$ cat src/rtl/uart_mem_dump_pkg.sv
// Shared UART timing defaults and the bit-period derivation used by the serial blocks.
package uart_mem_dump_pkg;

    localparam int DEF_CLK_HZ = 25_000_000;
    localparam int DEF_BAUD   = 57600;

    // Integer-truncated clocks per serial bit.
    function automatic int clks_per_bit(input int clk_hz, input int baud);
        return clk_hz / baud;
    endfunction

endpackage

$ cat src/rtl/uart_tx_byte.sv
// 8N1 byte serializer: start bit, d0..d7 LSB first, stop bit, each held one bit period.
module uart_tx_byte
    import uart_mem_dump_pkg::*;
#(
    parameter int CLK_HZ = DEF_CLK_HZ,
    parameter int BAUD   = DEF_BAUD
) (
    input  logic       clk_ram,
    input  logic       reset,
    input  logic       tx_valid,
    input  logic [7:0] tx_data,
    output logic       tx_ready,
    output logic       tx_done,
    output logic       txd
);

    localparam int CPB = clks_per_bit(CLK_HZ, BAUD);
    localparam int BW  = $clog2(CPB + 1);

    logic          active_reg;
    logic [BW-1:0] baud_cnt_reg;
    logic [3:0]    bit_idx_reg;
    logic [7:0]    shreg_reg;
    logic          txd_reg;
    logic          bit_end;

    assign bit_end  = active_reg && (baud_cnt_reg == BW'(CPB - 1));
    assign tx_ready = !active_reg;
    assign tx_done  = bit_end && (bit_idx_reg == 4'd9);
    assign txd      = txd_reg;

    // bit_idx: 0 = start, 1..8 = data, 9 = stop
    always_ff @(posedge clk_ram or negedge reset) begin
        if (!reset) begin
            active_reg   <= 1'b0;
            baud_cnt_reg <= '0;
            bit_idx_reg  <= 4'd0;
            shreg_reg    <= 8'h00;
            txd_reg      <= 1'b1;
        end else if (!active_reg) begin
            if (tx_valid) begin
                active_reg   <= 1'b1;
                shreg_reg    <= tx_data;
                bit_idx_reg  <= 4'd0;
                baud_cnt_reg <= '0;
                txd_reg      <= 1'b0;
            end
        end else if (bit_end) begin
            baud_cnt_reg <= '0;
            if (bit_idx_reg == 4'd9) begin
                active_reg <= 1'b0;
            end else begin
                bit_idx_reg <= bit_idx_reg + 4'd1;
                if (bit_idx_reg == 4'd8) begin
                    txd_reg <= 1'b1;
                end else begin
                    txd_reg   <= shreg_reg[0];
                    shreg_reg <= {1'b0, shreg_reg[7:1]};
                end
            end
        end else begin
            baud_cnt_reg <= baud_cnt_reg + 1'b1;
        end
    end

endmodule

$ cat src/rtl/uart_mem_dump.sv
// RAM read-back over UART: on start, fetches DUMP_LEN bytes from DUMP_BASE one at a time
// through the ask_for_ram/ram_grant handshake and streams them out as 8N1 frames.
module uart_mem_dump
    import uart_mem_dump_pkg::*;
#(
    parameter int                    CLK_HZ     = DEF_CLK_HZ,
    parameter int                    BAUD       = DEF_BAUD,
    parameter int                    ADDR_WIDTH = 11,
    parameter logic [ADDR_WIDTH-1:0] DUMP_BASE  = 11'h200,
    parameter int                    DUMP_LEN   = 1024
) (
    input  logic                  clk_ram,
    input  logic                  reset,
    input  logic                  start,
    output logic                  ask_for_ram,
    input  logic                  ram_grant,
    output logic [ADDR_WIDTH-1:0] ram_raddr,
    input  logic [7:0]            ram_rdata,
    output logic                  serial_txd,
    output logic                  busy,
    output logic                  done
);

    localparam int CNT_W = $clog2(DUMP_LEN + 1);

    localparam logic [2:0] S_IDLE  = 3'd0;
    localparam logic [2:0] S_REQ   = 3'd1;
    localparam logic [2:0] S_ADDR  = 3'd2;
    localparam logic [2:0] S_LATCH = 3'd3;
    localparam logic [2:0] S_SEND  = 3'd4;
    localparam logic [2:0] S_DONE  = 3'd5;

    generate
        if (DUMP_LEN < 1) begin : g_len_check
            $error("uart_mem_dump: DUMP_LEN must be >= 1");
        end
    endgenerate

    logic [2:0]       state_reg, state_next;
    logic [CNT_W-1:0] cnt_reg, cnt_next;
    logic             armed_reg;
    logic             last_byte;
    logic             tx_valid, tx_ready, tx_done;

    assign last_byte = (cnt_reg == CNT_W'(DUMP_LEN - 1));

    // armed_reg stays low for the first edge after reset release, so a start
    // coinciding with the release is not taken.
    always_ff @(posedge clk_ram or negedge reset) begin
        if (!reset) begin
            state_reg <= S_IDLE;
            cnt_reg   <= '0;
            armed_reg <= 1'b0;
        end else begin
            state_reg <= state_next;
            cnt_reg   <= cnt_next;
            armed_reg <= 1'b1;
        end
    end

    always_comb begin
        state_next = state_reg;
        cnt_next   = cnt_reg;
        case (state_reg)
            S_IDLE: begin
                if (start && armed_reg) begin
                    state_next = S_REQ;
                    cnt_next   = '0;
                end
            end
            S_REQ:   if (ram_grant) state_next = S_ADDR;
            S_ADDR:  state_next = ram_grant ? S_LATCH : S_REQ;
            // A lost grant discards the read; the same cnt is re-requested.
            S_LATCH: begin
                if (!ram_grant)    state_next = S_REQ;
                else if (tx_ready) state_next = S_SEND;
            end
            S_SEND: begin
                if (tx_done) begin
                    if (last_byte) begin
                        state_next = S_DONE;
                    end else begin
                        cnt_next   = cnt_reg + 1'b1;
                        state_next = S_REQ;
                    end
                end
            end
            S_DONE:  state_next = S_IDLE;
            default: state_next = S_IDLE;
        endcase
    end

    always_comb begin
        ask_for_ram = (state_reg == S_REQ) || (state_reg == S_ADDR) || (state_reg == S_LATCH);
        busy        = (state_reg != S_IDLE) && (state_reg != S_DONE);
        done        = (state_reg == S_DONE);
        tx_valid    = (state_reg == S_LATCH) && ram_grant && tx_ready;
        ram_raddr   = DUMP_BASE + ADDR_WIDTH'(cnt_reg);
    end

    uart_tx_byte #(
        .CLK_HZ (CLK_HZ),
        .BAUD   (BAUD)
    ) u_tx (
        .clk_ram  (clk_ram),
        .reset    (reset),
        .tx_valid (tx_valid),
        .tx_data  (ram_rdata),
        .tx_ready (tx_ready),
        .tx_done  (tx_done),
        .txd      (serial_txd)
    );

endmodule

$ cat config.mk
export PLATFORM = sky130hd
export DESIGN_NAME = uart_mem_dump
export DESIGN_NICKNAME = d
export VERILOG_FILES = /design/src/rtl/uart_mem_dump_pkg.sv /design/src/rtl/uart_tx_byte.sv /design/src/rtl/uart_mem_dump.sv
export SDC_FILE = /design/constraint.sdc
export NUM_CORES = 1
export LEC_CHECK = 0
export BUFFER_PORTS_ARGS = -buffer_cell sky130_fd_sc_hd__buf_2
export CAP_MARGIN = 20
export CELL_PAD_IN_SITES_DETAIL_PLACEMENT = 1
export CELL_PAD_IN_SITES_GLOBAL_PLACEMENT = 2
export CORE_ASPECT_RATIO = 1.5
export CORE_MARGIN = 2
export CORE_UTILIZATION = 32
export DETAILED_ROUTE_END_ITERATION = 16
export PLACE_DENSITY = 0.68
export SETUP_SLACK_MARGIN = 0.3
export SKIP_LAST_GASP = 1
export SLEW_MARGIN = 15
export SYNTH_ARGS = -nofsm -noshare
export SYNTH_HDL_FRONTEND = slang
export SYNTH_SLANG_ARGS = --single-unit
$ cat constraint.sdc
create_clock -name clk_ram -period 2.8 [get_ports clk_ram]
set_clock_uncertainty 0.2 [all_clocks]
set_input_delay 0.56 -clock clk_ram [delete_from_list [all_inputs] [get_ports clk_ram]]
set_output_delay 0.56 -clock clk_ram [all_outputs]
set_load 0.005 [all_outputs]
* Yosys cells after proc, flatten, opt, wreduce, memory -nomap -nowiden
Index checks and enable logic that the tools add are counted.
Cells by class: $add $sub $neg 4, $mul 0, div/mod/pow operators 0, $lt $le $gt $ge 0, eq/ne operators 18, shift operators 0, multiplexer cells 33, bitwise logic cells 0, reduce and logical (&&, ||, !) cells 17
Operator list (count):
- 8-bit two-way mux | 5
- 11-bit two-way mux | 3
- 9-bit two-way mux | 3
- 11-bit case mux with 2 select lines | 1
- 3-bit two-way mux | 6
- 4-bit two-way mux | 4
- 3-bit case mux with 5 select lines | 1
- 2-bit inequality test (second input constant) | 7
- 4-bit AND reduction | 3
- 10-bit by 11-bit adder with 11-bit output (first input constant) | 1
- 11-bit by 1-bit adder with 11-bit output (second input constant) | 1
- 11-bit by 10-bit equality test with 1-bit output (second input constant) | 1
- 9-bit by 1-bit adder with 9-bit output (second input constant) | 1
- 9-bit equality test (second input constant) | 1
- 1-bit two-way mux | 9
- 4-bit equality test (second input constant) | 2
- 3-bit by 2-bit equality test with 1-bit output (second input constant) | 2
- 3-bit equality test (second input constant) | 2
- 1-bit logical AND | 6
- 3-bit inequality test (second input constant) | 2
- 4-bit by 1-bit adder with 4-bit output (second input constant) | 1
- 2-bit nonzero test | 2
- 3-bit by 1-bit equality test with 1-bit output (second input constant) | 1
- 3-bit logical NOT | 1
- 5 further kinds | 6
Word-level totals: flip-flop bits (word level) 38, bits in latches 0, bits in writable memories 0, ROM bits 0, input port bits 12, output and inout bits 15, word-level logic and storage cells 80, memories kept 0

* Depth between registers and ports, before layout
Gate-level depths: netlist (run 1).
depth in word-level cells 5, mapped depth 6

* By module
A second synthesis (run 1) with hierarchy kept.
Unflattened totals: cells, all modules 224, area total of the unflattened synthesis 2282.2 µm²
By module, submodules not included:
- uart_tx_byte | instances 1, cells each 121, area an instance 1306.3 µm², seq. area each 576.8 µm²
- uart_mem_dump | instances 1, cells each 103, area an instance 975.9 µm², seq. area each 375.4 µm²

* Worst setup path before layout (run 1)
Ideal clock, no wire load.
kind input to register, from input port ram_grant, to register u_tx.bit_idx_reg[3], library setup time 0.125 ns, arrival 1.752 ns, data required time 2.475 ns, path slack 0.723 ns, stages on the path 4, path buffers 0, cell sequence nor2b_1 a31oi_1 or4_1 mux2_4
Between the ends: cells in the longest elaborated chain, start to end 4
Ends and longest elaborated chain:
- from (decl) | RTL line uart_mem_dump.sv:16 | input logic ram_grant,
- 1-bit logical AND (2 in a row) | RTL line uart_mem_dump.sv:97 | tx_valid = (state_reg == S_LATCH) && ram_grant && tx_ready;
- 2-bit nonzero test (no line)
- 3-bit AND reduction (no line)
- to (signal assigned) | RTL line uart_tx_byte.sv:53 | bit_idx_reg <= bit_idx_reg + 4'd1;
- to (decl) | RTL line uart_tx_byte.sv:22 | logic [3:0] bit_idx_reg;
Every way passes these cells. A chain may end at the register's enable or synchronous reset.

* Worst setup path after layout (run 1)
from register u_tx.bit_idx_reg[1], to register cnt_reg[8]
Between the ends: cells in the longest elaborated chain, start to end 4
Ends and longest elaborated chain:
- 4-bit equality test | RTL line uart_tx_byte.sv:29 | assign tx_done = bit_end && (bit_idx_reg == 4'd9);
- 1-bit logical AND | RTL line uart_tx_byte.sv:29
- 2-bit inequality test (no line)
- 4-bit AND reduction (no line)
- to (signal assigned) | RTL line uart_mem_dump.sv:56 | cnt_reg <= cnt_next;
- to (decl) | RTL line uart_mem_dump.sv:40 | logic [CNT_W-1:0] cnt_reg, cnt_next;
Every way passes these cells.

==> flow_summary.yaml, run 1 <==
grt:
  grt_max_degree: 24
  first_global_vias: 1825
  grt-ovfl-total: 0
  antenna_found_initial: 0
  grt_pass1_wl_um: 9260
  grt_use_total_pct: 15.4
yosys:
  synth_common_cells: "37 x dfrtp_1, 16 x mux2_2, 12 x nand2_1"
  yosys_warnings: 0
  yosys-top-cells-area: "dfrtp_1 41%, mux2_2 8.0%, buf_4 3.3%"
  async_flop_share_pct: 100
  ys_seq_area_share_pct: 42.3
  syn-num-nets: 235
  syn_area_um2: 2250
  synth_cells: 217
  synth_top_area_cell: "dfrtp_1"
  synth.top_cell.area_share_pct: 41.1
  syn-mean-instance-area_um2: 10.4
  ys_types: 56
  synth_edf_count: 0
  synth_most_common_cell: "dfrtp_1"
  synthFlopType: "dfrtp_1"
  synth-seq-cells: 38
pwr:
  max-vdd-ir-drop_mv: 0.331
  p_int_mw: 1.16
  p_comb_share_pct: 30.1
  seqPwrFrac_pct: 46.8
  clkPwrFrac_pct: 23.1
  netSwitchingFraction_pct: 34.9
  p_leak_nw: 1.17
  p_per_area_nw_per_um2: 712
  switching_power_uw: 624
clock_tree:
  clockBufferDepth: 2
  htreeDepth: 2
  clk_latency_ns: 0.30
  cts_tree: "yes"
  cts_root_buf: "clkbuf_8"
  ctsHoldBuffers: 0
  cts-buffers-inserted: 5
  clk_pin_slew_ns: 0.09
  numClockSinks: 38
  cts_setup_buffers: 0
  cts-resized-gates: 0
worst_setup_path:
  path_delay_family: "simple AND/OR/NAND/NOR gates"
  path_cells: "inv_1 -> ha_1 -> nand4b_1 -> nor4_4 -> o21ai_2 -> a221o_1"
  worstPathArrival_ns: 2.24
  crit_cells: 6
  path_max_fanout: 7
  start_kind: "flop"
  critPathCaptureType: "flop"
  worst_path_max_delay_cell: "nor4_4"
  max_stage_delay_ns: 0.45
  worstRegToRegCells: 6
  worstPathRequired_ns: 2.78
  critPathBufInv: 1
  worstSetupPathType: "flop to flop"
detailed_routing:
  wl_per_cell_um: 17.0
  routed_via_density: 5.53
  vias: 1759
  drc: 0
  ant_nets: 0
  wl_um: 5410
  first_pass_iters: 4
  drtIter0Drc: 37
finish:
  diodes: 0
  largest_reg_flops: 11
  area_delta_synth_final_pct: 11.4
  fill_cells: 796
  seq_area_um2: 952
  drive_above_1_share_pct: 27.9
  fin_area_um2: 2510
  nets: 257
  multi_input_area_um2: 1160
floorplan:
  num_rows: 37
  die_w_um: 72.5
  ios: 27
  design.core.area_um2: 6850
  die_h_um: 107
  initial_utilization_pct: 32.9
  die-area_um2: 7740
timing:
  period_minus_slack_ns: 2.26
  timing.hold.ws_ns: 0.0326
  setup_tns_ns: 0
  report.final.slew_viol_count: 0
  period_share_pct: 80.7
  relSlewSlack_pct: 63.9
  rsz0062_at_grt: "false"
  fmax_mhz: 443
  worst_pin_slew_ns: 0.542
  finalHoldViolCount: 0
  setup_viol: 0
place:
  hpwlAfterDp_um: 4140
  io_buffers: 26
  place_area_um2: 2420
  gp_congestion: 0.724
worst_hold_path:
  min_path_type: "primary input to asynchronous set/reset pin"
run_status:
  status: "finished clean"
flow_run:
  drv_cap: 0
stage by stage:
stage	setup WS (ns)	power [mW]	std cells	util [%]
floorplan	0.723	1.22	217	-
global placement	0.515	1.38	310	35.3
detailed placement	0.467	1.40	310	35.3
CTS	0.504	1.82	318	36.7
global route	0.390	1.92	318	36.7
finish	0.540	1.79	318	36.7
power by group through the flow:
| stage | clock, mW | sequential, mW | combinational, mW |
|---|---|---|---|
| 2_1_floorplan | 0 | 0.761 | 0.461 |
| 3_3_place_gp | 0 | 0.846 | 0.539 |
| 5_1_grt | 0.450 | 0.866 | 0.608 |
| 4_1_cts | 0.434 | 0.840 | 0.550 |
| 6_report | 0.414 | 0.836 | 0.539 |
| 3_5_place_dp | 0 | 0.849 | 0.550 |
area by class of cell:
cell class / instances / share of cell area (%)
clock buffer: 6 / 3.29
clock inverter: 2 / 0.498
tap: 78 / 3.89
inverter: 10 / 1.49
sequential: 38 / 37.9
multi-input combinational: 153 / 46.2
timing repair buffer: 31 / 6.68
kinds of logic (layout without fill, tap and decap cells):
group | Yosys count | count (layout) | share of synthesized area [%]
flip-flops | 38 | 38 | 42.3
XOR/XNOR | 2 | 2 | 0.777
adder cells (fa/ha/maj) | 6 | 6 | 3.33
AND/OR/NAND/NOR | 83 | 83 | 23.7
other | 1 | 1 | 0.166
multiplexers | 19 | 19 | 9.55
AO/OA/AOI/OAI | 42 | 42 | 14.0
buffers and inverters | 26 | 49 | 6.22
layer usage:
metal | global-route usage (%) | vias to the layer above | part of all wire [%] | wire length, um
met4 | 4.76 | 0 | 1.4 | 76
li1 | - | 833 | - | -
met2 | 28.7 | 25 | 56 | 3040
met3 | 2.26 | 6 | 2.5 | 135
met5 | 0 | - | 0 | 0
met1 | 17.6 | 895 | 40 | 2160
layout by cell type (no fill, tap or decap), drive strengths merged, types with 7 or more instances in the layout:
cell	synthesis	routed
nor2	7	7
mux2	17	17
dfrtp	37	37
nand2	12	12
inv	10	10
nand3	8	8
and2	7	7
buf	14	31
o21ai	12	12
worst register-to-register path, delay by kind of cell, from the launching register on:
family / cells / cell delay, ns
and+or+nand+nor: 2 / 0.69
AOI/OAI and AO/OA: 2 / 0.56
DFF: 1 / 0.42
adders and majority gates: 1 / 0.18
buffers and inverters: 1 / 0.09
final timing paths:
path | startpoint | to | slack, ns
max | u_tx.bit_idx_reg[1] | cnt_reg[8] | 0.54
min | reset | cnt_reg[1] | 0.03
max reg2reg | u_tx.bit_idx_reg[1] | cnt_reg[8] | 0.54
min reg2reg | u_tx.shreg_reg[7] | u_tx.shreg_reg[7] | 0.30
max in group asynchronous | reset | u_tx.txd | 1.76
min in group clk_ram | ram_rdata[7] | u_tx.shreg_reg[7] | 0.29
Note: power is estimated with default switching activity, not from simulation.
==> run 2, diff against run 1 <==
clock period = 2.2 ns   (was 2.8 ns; I/O delays follow)
==> flow_summary.yaml, run 2 (same netlist as run 1, synthesis figures left out) <==
pwr:
  p_per_area_nw_per_um2: 966
  switching_power_uw: 892
  clkPwrFrac_pct: 26.5
  p_leak_nw: 1.41
  netSwitchingFraction_pct: 31.2
  seqPwrFrac_pct: 36.4
  p_comb_share_pct: 37.1
  max-vdd-ir-drop_mv: 0.417
  p_int_mw: 1.97
finish:
  diodes: 0
  largest_reg_flops: 11
  nets: 288
  drive_above_1_share_pct: 42.1
  layout_commonest_cell: "dfrtp_1"
  layout_common_cells: "34 x dfrtp_1, 32 x buf_4, 26 x buf_2, 12 x nand2_1"
  postLayoutCoreUtil_pct: 43.2
  area_delta_synth_final_pct: 31.4
detailed_routing:
  first_pass_iters: 4
  wl_um: 6050
  routed_via_density: 5.37
  wl_per_cell_um: 17.3
  vias: 1873
  ant_nets: 0
  drc: 0
  drtIter0Drc: 36
floorplan:
  ios: 27
  die_h_um: 107
  design.core.area_um2: 6850
  num_rows: 37
  initial_utilization_pct: 32.9
  die-area_um2: 7740
  die_w_um: 72.5
grt:
  grt_max_degree: 24
  grt_use_total_pct: 16.5
  first_global_vias: 1952
  grt-ovfl-total: 0
  grt_pass1_wl_um: 9870
  antenna_found_initial: 0
worst_setup_path:
  worstSetupPathType: "flop to flop"
  critPathCaptureType: "flop"
  critPathLaunch: "u_tx.baud_cnt_reg[1]"
  r2r-start: "u_tx.baud_cnt_reg[1]"
  crit_end: "u_tx.bit_idx_reg[3]"
  r2r_end: "u_tx.bit_idx_reg[3]"
  path_max_fanout: 5
  worstRegToRegCells: 6
  worstPathRequired_ns: 2.19
  start_kind: "flop"
  worstPathArrival_ns: 2.00
  reg2reg_slack_ns: 0.19
worst_hold_path:
  min_path_type: "primary input to flop"
  worstHoldStart: "ram_rdata[7]"
run_status:
  status: "finished clean"
clock_tree:
  cts_root_buf: "clkbuf_8"
  htreeDepth: 2
  clk_pin_slew_ns: 0.08
  clk_latency_ns: 0.30
  clockBufferDepth: 2
  numClockSinks: 38
  cts-buffers-inserted: 5
  cts_tree: "yes"
timing:
  finalHoldViolCount: 0
  setup_tns_ns: 0
  period_share_pct: 91.3
  period_minus_slack_ns: 2.01
  fmax_mhz: 498
  report.final.slew_viol_count: 0
  setup_viol: 0
  rsz0062_at_grt: "true"
place:
  gp_congestion: 0.783
  io_buffers: 26
  hpwlAfterDp_um: 4370
flow_run:
  drv_cap: 0
==> run 2: worst max-delay path, stage by stage, from the launching register on <==
cell     delay [ns]
dfrtp_1        0.39
inv_2          0.08
ha_4           0.12
and4b_2        0.29
a21oi_2        0.08
or4_1          0.42
mux2_4         0.31
==> run 2: power by group through the flow <==
stage	registers, mW	clock network, mW	logic, mW
2_1_floorplan	0.970	0	0.610
3_3_place_gp	1.05	0	0.807
3_5_place_dp	1.05	0	0.823
4_1_cts	1.03	0.784	1.01
5_1_grt	1.07	0.799	1.17
6_report	1.04	0.758	1.06
==> run 2: worst min-delay path by stage <==
stage	endpoint	slack, ns	cells past startpoint
6_report	u_tx.shreg_reg[7]	0.17	2
5_1_grt	u_tx.shreg_reg[7]	0.17	2
4_1_cts	u_tx.shreg_reg[7]	0.16	2
3_5_place_dp	cnt_reg[2]	0.20	1
3_3_place_gp	cnt_reg[1]	0.20	1
2_1_floorplan	armed_reg	-0.06	0
==> run 2: per-layer routing <==
| layer | vias to the layer above | global-route usage [%] | part of all wire, % |
|---|---|---|---|
| met5 | - | 0 | 0 |
| met2 | 28 | 31.6 | 58 |
| met3 | 8 | 2.54 | 2.1 |
| met1 | 938 | 17.9 | 38 |
| met4 | 0 | 5.42 | 1.9 |
| li1 | 899 | - | - |
==> run 2: repair_timing <==
action | in CTS | in global routing
endpoints found under the hold margin | 15 | 0
pin swaps | 8 | 5
hold buffers | 1 | 0
endpoints found under the setup margin | 27 | 22
gates resized for setup | 22 | 6
setup buffers | 14 | 4
==> run 2: area by class of cell <==
cell class	count	area (um^2)
clock buffers	6	82.6
clock inverters	2	60.1
fillers	770	3890
inverters	10	37.5
multi-input cells	153	1290
flip-flops and latches	38	956
well taps	78	97.6
repair buffers	62	432
==> run 2: stage by stage <==
| stage | power, mW | instance area, um^2 | hold slack [ns] | worst slack (ns) | std cells |
|---|---|---|---|---|---|
| after floorplan | 1.58 | 2270 | -0.0556 | 0.221 | 217 |
| after detailed placement | 1.87 | 2540 | 0.201 | 0.0967 | 322 |
| final | 2.86 | 2960 | 0.172 | 0.190 | 349 |
| after global routing | 3.04 | 2960 | 0.167 | 0.148 | 349 |
| after global placement | 1.86 | 2540 | 0.199 | 0.0966 | 322 |
| after CTS | 2.83 | 2900 | 0.164 | 0.198 | 345 |
